--- config.mk ---
export PLATFORM = sky130hd
export DESIGN_NAME = sump_cmd_ctrl
export DESIGN_NICKNAME = d
export VERILOG_FILES = /design/src/rtl/sump_cmd_ctrl.sv
export SDC_FILE = /design/constraint.sdc
export NUM_CORES = 1
export LEC_CHECK = 0
export CAP_MARGIN = 5
export CORE_UTILIZATION = 35
export DETAILED_ROUTE_END_ITERATION = 10
export GPL_TIMING_DRIVEN = 1
export SLEW_MARGIN = 40
export SYNTH_ARGS = -nofsm -noshare
export SYNTH_HDL_FRONTEND = slang
export SYNTH_SLANG_ARGS = --single-unit
export TNS_END_PERCENT = 20
--- constraint.sdc ---
create_clock -name clk_i -period 3.3 [get_ports clk_i]
set_input_delay 0.825 -clock clk_i [delete_from_list [all_inputs] [get_ports clk_i]]
set_output_delay 0.825 -clock clk_i [all_outputs]
set_load 0.03 [all_outputs]
--- src/rtl/sump_cmd_ctrl.sv ---
// SUMP command decoder: updates capture configuration, pulses arm/soft-reset,
// and streams ID (and, with LOGIP_CMD_META_EN, metadata) bytes to the UART TX.
module sump_cmd_ctrl #(
  parameter logic [31:0] ID_WORD = 32'h31414C53,
  parameter int          DIV_W   = 24,
  parameter int          CNT_W   = 16
) (
  input  logic              clk_i,
  input  logic              rst_in,
  input  logic [39:0]       cmd_i,
  input  logic              stb_i,
  output logic              arm_o,
  output logic              srst_o,
  output logic [31:0]       trg_mask_o,
  output logic [31:0]       trg_val_o,
  output logic [31:0]       trg_cfg_o,
  output logic [DIV_W-1:0]  div_o,
  output logic [CNT_W-1:0]  read_cnt_o,
  output logic [CNT_W-1:0]  delay_cnt_o,
  output logic [7:0]        flags_o,
  output logic [7:0]        tx_data_o,
  output logic              tx_stb_o,
  input  logic              tx_rdy_i,
  output logic              busy_o
);

  typedef enum logic [1:0] {
    IDLE      = 2'd0,
`ifdef LOGIP_CMD_META_EN
    SEND_META = 2'd2,
`endif
    SEND_ID   = 2'd1
  } state_e;

  state_e            state_q, state_d;
  logic [2:0]        idx_q, idx_d;
  logic [2:0]        last_idx_s;
  logic              arm_q, arm_d;
  logic              srst_q, srst_d;
  logic [31:0]       trg_mask_q, trg_mask_d;
  logic [31:0]       trg_val_q, trg_val_d;
  logic [31:0]       trg_cfg_q, trg_cfg_d;
  logic [DIV_W-1:0]  div_q, div_d;
  logic [CNT_W-1:0]  read_cnt_q, read_cnt_d;
  logic [CNT_W-1:0]  delay_cnt_q, delay_cnt_d;
  logic [7:0]        flags_q, flags_d;
  logic [7:0]        tx_data_q, tx_data_d;
  logic              tx_stb_q, tx_stb_d;
  logic [7:0]        opcode_s;
  logic [31:0]       payload_s;

  assign opcode_s  = cmd_i[7:0];
  assign payload_s = cmd_i[39:8];

  function automatic logic [7:0] id_byte(input logic [2:0] idx);
    case (idx)
      3'd0:    id_byte = ID_WORD[31:24];
      3'd1:    id_byte = ID_WORD[23:16];
      3'd2:    id_byte = ID_WORD[15:8];
      3'd3:    id_byte = ID_WORD[7:0];
      default: id_byte = 8'h00;
    endcase
  endfunction

`ifdef LOGIP_CMD_META_EN
  function automatic logic [7:0] meta_byte(input logic [2:0] idx);
    case (idx)
      3'd0:    meta_byte = 8'h01;
      3'd1:    meta_byte = 8'h6C;
      3'd2:    meta_byte = 8'h6F;
      3'd3:    meta_byte = 8'h67;
      3'd4:    meta_byte = 8'h49;
      3'd5:    meta_byte = 8'h50;
      default: meta_byte = 8'h00;
    endcase
  endfunction
`endif

  // Next-state: byte sequencing first, then command decode (soft reset overrides).
  always_comb begin
    state_d     = state_q;
    idx_d       = idx_q;
    arm_d       = 1'b0;
    srst_d      = 1'b0;
    trg_mask_d  = trg_mask_q;
    trg_val_d   = trg_val_q;
    trg_cfg_d   = trg_cfg_q;
    div_d       = div_q;
    read_cnt_d  = read_cnt_q;
    delay_cnt_d = delay_cnt_q;
    flags_d     = flags_q;
    tx_data_d   = 8'h00;
    tx_stb_d    = 1'b0;

    case (state_q)
`ifdef LOGIP_CMD_META_EN
      SEND_META: last_idx_s = 3'd7;
`endif
      default:   last_idx_s = 3'd3;
    endcase

    if (tx_stb_q && tx_rdy_i) begin
      if (idx_q == last_idx_s) begin
        state_d = IDLE;
        idx_d   = 3'd0;
      end else begin
        idx_d = idx_q + 3'd1;
      end
    end else begin
      idx_d = idx_q;
    end

    if (stb_i) begin
      case (opcode_s)
        8'h00: begin
          srst_d      = 1'b1;
          state_d     = IDLE;
          idx_d       = 3'd0;
          trg_mask_d  = 32'h0;
          trg_val_d   = 32'h0;
          trg_cfg_d   = 32'h0;
          div_d       = '0;
          read_cnt_d  = '0;
          delay_cnt_d = '0;
          flags_d     = 8'h00;
        end
        8'h01: arm_d = 1'b1;
        8'h02: begin
          if (state_q == IDLE) begin
            state_d = SEND_ID;
            idx_d   = 3'd0;
          end else begin
            state_d = state_d;
          end
        end
`ifdef LOGIP_CMD_META_EN
        8'h04: begin
          if (state_q == IDLE) begin
            state_d = SEND_META;
            idx_d   = 3'd0;
          end else begin
            state_d = state_d;
          end
        end
`endif
        8'hC0:   trg_mask_d  = payload_s;
        8'hC1:   trg_val_d   = payload_s;
        8'hC2:   trg_cfg_d   = payload_s;
        8'h80:   div_d       = payload_s[DIV_W-1:0];
        8'h81: begin
          read_cnt_d  = payload_s[CNT_W-1:0];
          delay_cnt_d = payload_s[16 +: CNT_W];
        end
        8'h82:   flags_d     = payload_s[7:0];
        default: arm_d       = 1'b0;
      endcase
    end else begin
      arm_d = 1'b0;
    end

    // Response byte is registered from the next state so tx_data_o never glitches.
    case (state_d)
      SEND_ID:   tx_data_d = id_byte(idx_d);
`ifdef LOGIP_CMD_META_EN
      SEND_META: tx_data_d = meta_byte(idx_d);
`endif
      default:   tx_data_d = 8'h00;
    endcase
    tx_stb_d = (state_d != IDLE);
  end

  // State and output registers.
  always_ff @(posedge clk_i or negedge rst_in) begin
    if (!rst_in) begin
      state_q     <= IDLE;
      idx_q       <= 3'd0;
      arm_q       <= 1'b0;
      srst_q      <= 1'b0;
      trg_mask_q  <= 32'h0;
      trg_val_q   <= 32'h0;
      trg_cfg_q   <= 32'h0;
      div_q       <= '0;
      read_cnt_q  <= '0;
      delay_cnt_q <= '0;
      flags_q     <= 8'h00;
      tx_data_q   <= 8'h00;
      tx_stb_q    <= 1'b0;
    end else begin
      state_q     <= state_d;
      idx_q       <= idx_d;
      arm_q       <= arm_d;
      srst_q      <= srst_d;
      trg_mask_q  <= trg_mask_d;
      trg_val_q   <= trg_val_d;
      trg_cfg_q   <= trg_cfg_d;
      div_q       <= div_d;
      read_cnt_q  <= read_cnt_d;
      delay_cnt_q <= delay_cnt_d;
      flags_q     <= flags_d;
      tx_data_q   <= tx_data_d;
      tx_stb_q    <= tx_stb_d;
    end
  end

  assign arm_o       = arm_q;
  assign srst_o      = srst_q;
  assign trg_mask_o  = trg_mask_q;
  assign trg_val_o   = trg_val_q;
  assign trg_cfg_o   = trg_cfg_q;
  assign div_o       = div_q;
  assign read_cnt_o  = read_cnt_q;
  assign delay_cnt_o = delay_cnt_q;
  assign flags_o     = flags_q;
  assign tx_data_o   = tx_data_q;
  assign tx_stb_o    = tx_stb_q;
  assign busy_o      = (state_q != IDLE);

endmodule

==> impl_metrics.yaml <==
status:
  status: "complete, no violations"
grt:
  grt_use_met1_pct: 28.4
  grt_max_degree: 77
  met2_usage_pct: 33.1
  gr-max-usage-layer: "met2"
  grtUsageTotal_pct: 21.1
  grt_pass1_vias: 5325
  antenna_found_initial: 0
  grt_use_met3_pct: 6.47
  grt_pass1_wl_microns: 31200
  grt_overflow_total: 0
pwr:
  p_leak_uw: 0.00429
  power.density_nw_per_um2: 530
  power_uw: 5120
  irDropWorstVdd_v: 0.000340
worst_setup_path:
  worstPathRequired_ps: 2470
  critPathArrivalTime_ps: 1730
  crit_type: "flip-flop to output pin"
  cp-start-kind: "flip-flop"
  path_buf_inv: 2
  crit_path_cell_trace: "nor2_1, inv_1, clkdlybuf4s50_1"
  critPathSlowestCell: "clkdlybuf4s50_1"
  max_stage_delay_ps: 600
  end_kind: "output pin"
  critPathTopFamily: "buffers and inverters"
  path_max_fanout: 6
cts:
  cts_root_buf: "clkbuf_16"
  holdBufCountCts: 0
  path_clk_slew_ps: 70
  cts_buffers: 17
  h-tree-depth: 4
  clock_latency_ps: 420
  post_cts.repair.setup_buffers: 0
  cts_tree: "done"
  ctsResizeCount: 0
  clock-sinks: 174
  cts_buffer_depth: 2
sta:
  setup_tns_ps: 0
  setup_viol: 0
  worstMarginPinSlew_ps: 696
  max_freq_mhz: 392
  period_share_pct: 77.3
  hold_viol_final: 0
  fin_crit_ps: 2550
  grt_setup_unrepaired: "no"
  slew_headroom_pct: 53.6
  clock_skew_ps: 4.97
  slew_violations: 0
synth:
  ys_types: 40
  synth-seq-area-share_pct: 65.9
  synth_top_area_cell: "dfrtp_1"
  ys_warn_count: 0
  syn_inst: 506
  synthTopCellsByArea: "dfrtp_1 66%, a22o_1 18%, nand2_1 3.4%"
  synth-seq-cells: 174
  synth_area_sq_um: 6610
  synth_edf_count: 0
  syn_avg_cell_area_sq_um: 13.1
  synth_top_area_share_pct: 65.9
  synth_nets: 551
  synth_ff_type: "dfrtp_1"
  synth-async-reset-ratio_pct: 100
detailed_routing:
  vias_per_cell: 5.39
  wl_per_cell_microns: 20.6
  final_antenna_net_count: 0
  vias: 5182
  drtPass1Iterations: 4
  first_iter_violations: 234
  wirelength_microns: 19800
  drcViolationCount: 0
placed_design:
  place_congestion: 0.826
  post-dp-hpwl_microns: 13500
  portBuffers: 214
cells_and_area:
  multi_input_area_sq_um: 2110
  drive_above_1_share_pct: 9.70
  areaGrowthSynthToFinish_pct: 46.4
  seq_area_sq_um: 4350
  fillers: 1503
  antenna_cells: 0
  nets: 764
floorplan:
  pin_count: 216
  die_y_microns: 139
  die_w_microns: 139
  core-area_sq_um: 18200
  std_cell_rows: 49
  initial_core_util_pct: 36.3
  die-area_sq_um: 19400
hold_path:
  hold_class: "primary input to async pin"
job:
  maxCapViolCount: 0
[power breakdown]
part	switching (uW)	leakage [uW]	total (uW)	internal, uW
registers	79.8	0.00240	2320	2240
clock network	844	0.000273	1980	1140
logic	469	0.00162	819	351
total	1390	0.00429	5120	3730
[cells in the final DEF (no fill, tap or decap), drive strengths merged, types with 2 or more instances in the layout]
cell type / n
a22o: 136
or3: 3
dfrtp: 174
a21oi: 4
inv: 4
nor4b: 3
and3: 2
bufinv: 2
and4: 4
nand2: 60
clkbuf: 20
o21ai: 28
nand3: 8
clkinvlp: 4
buf: 20
nor3: 5
clkdlybuf4s50: 213
xnor2: 2
nor3b: 4
a31oi: 3
clkinv: 3
nor2b: 3
nor2: 11
nor4: 2
[routing by layer]
layer / vias up / share of wire, %
met3: 21 / 6.8
met4: 0 / 1.2
li1: 2301 / -
met5: - / 0
met1: 2658 / 46
met2: 202 / 46
[stage by stage]
stage | util, % | cells | area [sq um] | setup slack, ps | hold slack [ps]
2_1_floorplan | - | 506 | 6610 | 1150 | 518
3_3_place_gp | 49.9 | 929 | 9090 | 426 | 466
3_5_place_dp | 49.9 | 929 | 9090 | 366 | 474
4_1_cts | 53.1 | 961 | 9680 | 738 | 427
5_1_grt | 53.1 | 961 | 9680 | 666 | 451
6_report | 53.1 | 961 | 9680 | 750 | 404
[flip-flops by register name, indices dropped and copies added, names as in the netlist]
| name | count |
|---|---|
| arm_o | 1 |
| delay_cnt_o | 16 |
| div_o | 24 |
| flags_o | 8 |
| idx_q | 3 |
| read_cnt_o | 16 |
| srst_o | 1 |
| state_q | 2 |
| trg_cfg_o | 32 |
| trg_mask_o | 32 |
| trg_val_o | 32 |
| tx_data_o | 6 |
| tx_stb_o | 1 |
[cell usage after synthesis, types with 2 or more instances]
library cell,number
a21oi_1,4
a22o_1,136
a31oi_1,3
and3_1,2
and4_1,4
buf_2,14
buf_4,3
clkbuf_1,21
dfrtp_1,174
nand2_1,60
nand3_1,8
nor2_1,11
nor2b_1,3
nor3_1,2
nor3_2,2
nor3b_1,2
nor3b_2,2
nor4_4,2
nor4b_2,2
o21ai_0,28
or3_1,3
xnor2_1,2
[cells by family (layout without fill, tap and decap cells)]
logic type,Yosys count,in the layout,share of synthesized area (%)
compound gates,175,175,21.3
buf+inv,40,266,2.82
fa+ha+maj,1,1,0.189
xor+xnor,3,3,0.397
simple gates,111,111,9.25
mux,1,1,0.151
other cells,1,1,0.0567
flops,174,174,65.9
[path summary, 6_finish.rpt]
check | from | endpoint | slack, ps | cells after the start
min in group clk_i | div_o[23]$_DFFE_PN0P_ | div_o[23]$_DFFE_PN0P_ | 490 | 2
max reg2reg | idx_q[0]$_DFF_PN0_ | tx_data_o[6]$_DFF_PN0_ | 1220 | 5
min reg2reg | div_o[23]$_DFFE_PN0P_ | div_o[23]$_DFFE_PN0P_ | 490 | 2
min | rst_in | trg_cfg_o[27]$_DFFE_PN0P_ | 400 | 1
max in group asynchronous | rst_in | div_o[19]$_DFFE_PN0P_ | 2030 | 2
max | state_q[0]$_DFF_PN0_ | busy_o | 750 | 3
[worst reg2reg max path: cells and delay by family, from the launching register on]
kind | cells | cell delay (ps)
AOI/OAI and AO/OA | 1 | 460
DFF | 1 | 480
and+or+nand+nor | 3 | 770
adders and majority gates | 1 | 270
[layout make-up]
class | count | area share, %
tap | 229 | 2.96
clock buffer | 20 | 4.62
clock inverter | 12 | 1.40
timing repair buffer | 233 | 24.1
inverter | 1 | 0.0388
sequential | 174 | 45.0
multi-input combinational | 292 | 21.9
(Power assumes the default switching activity.)
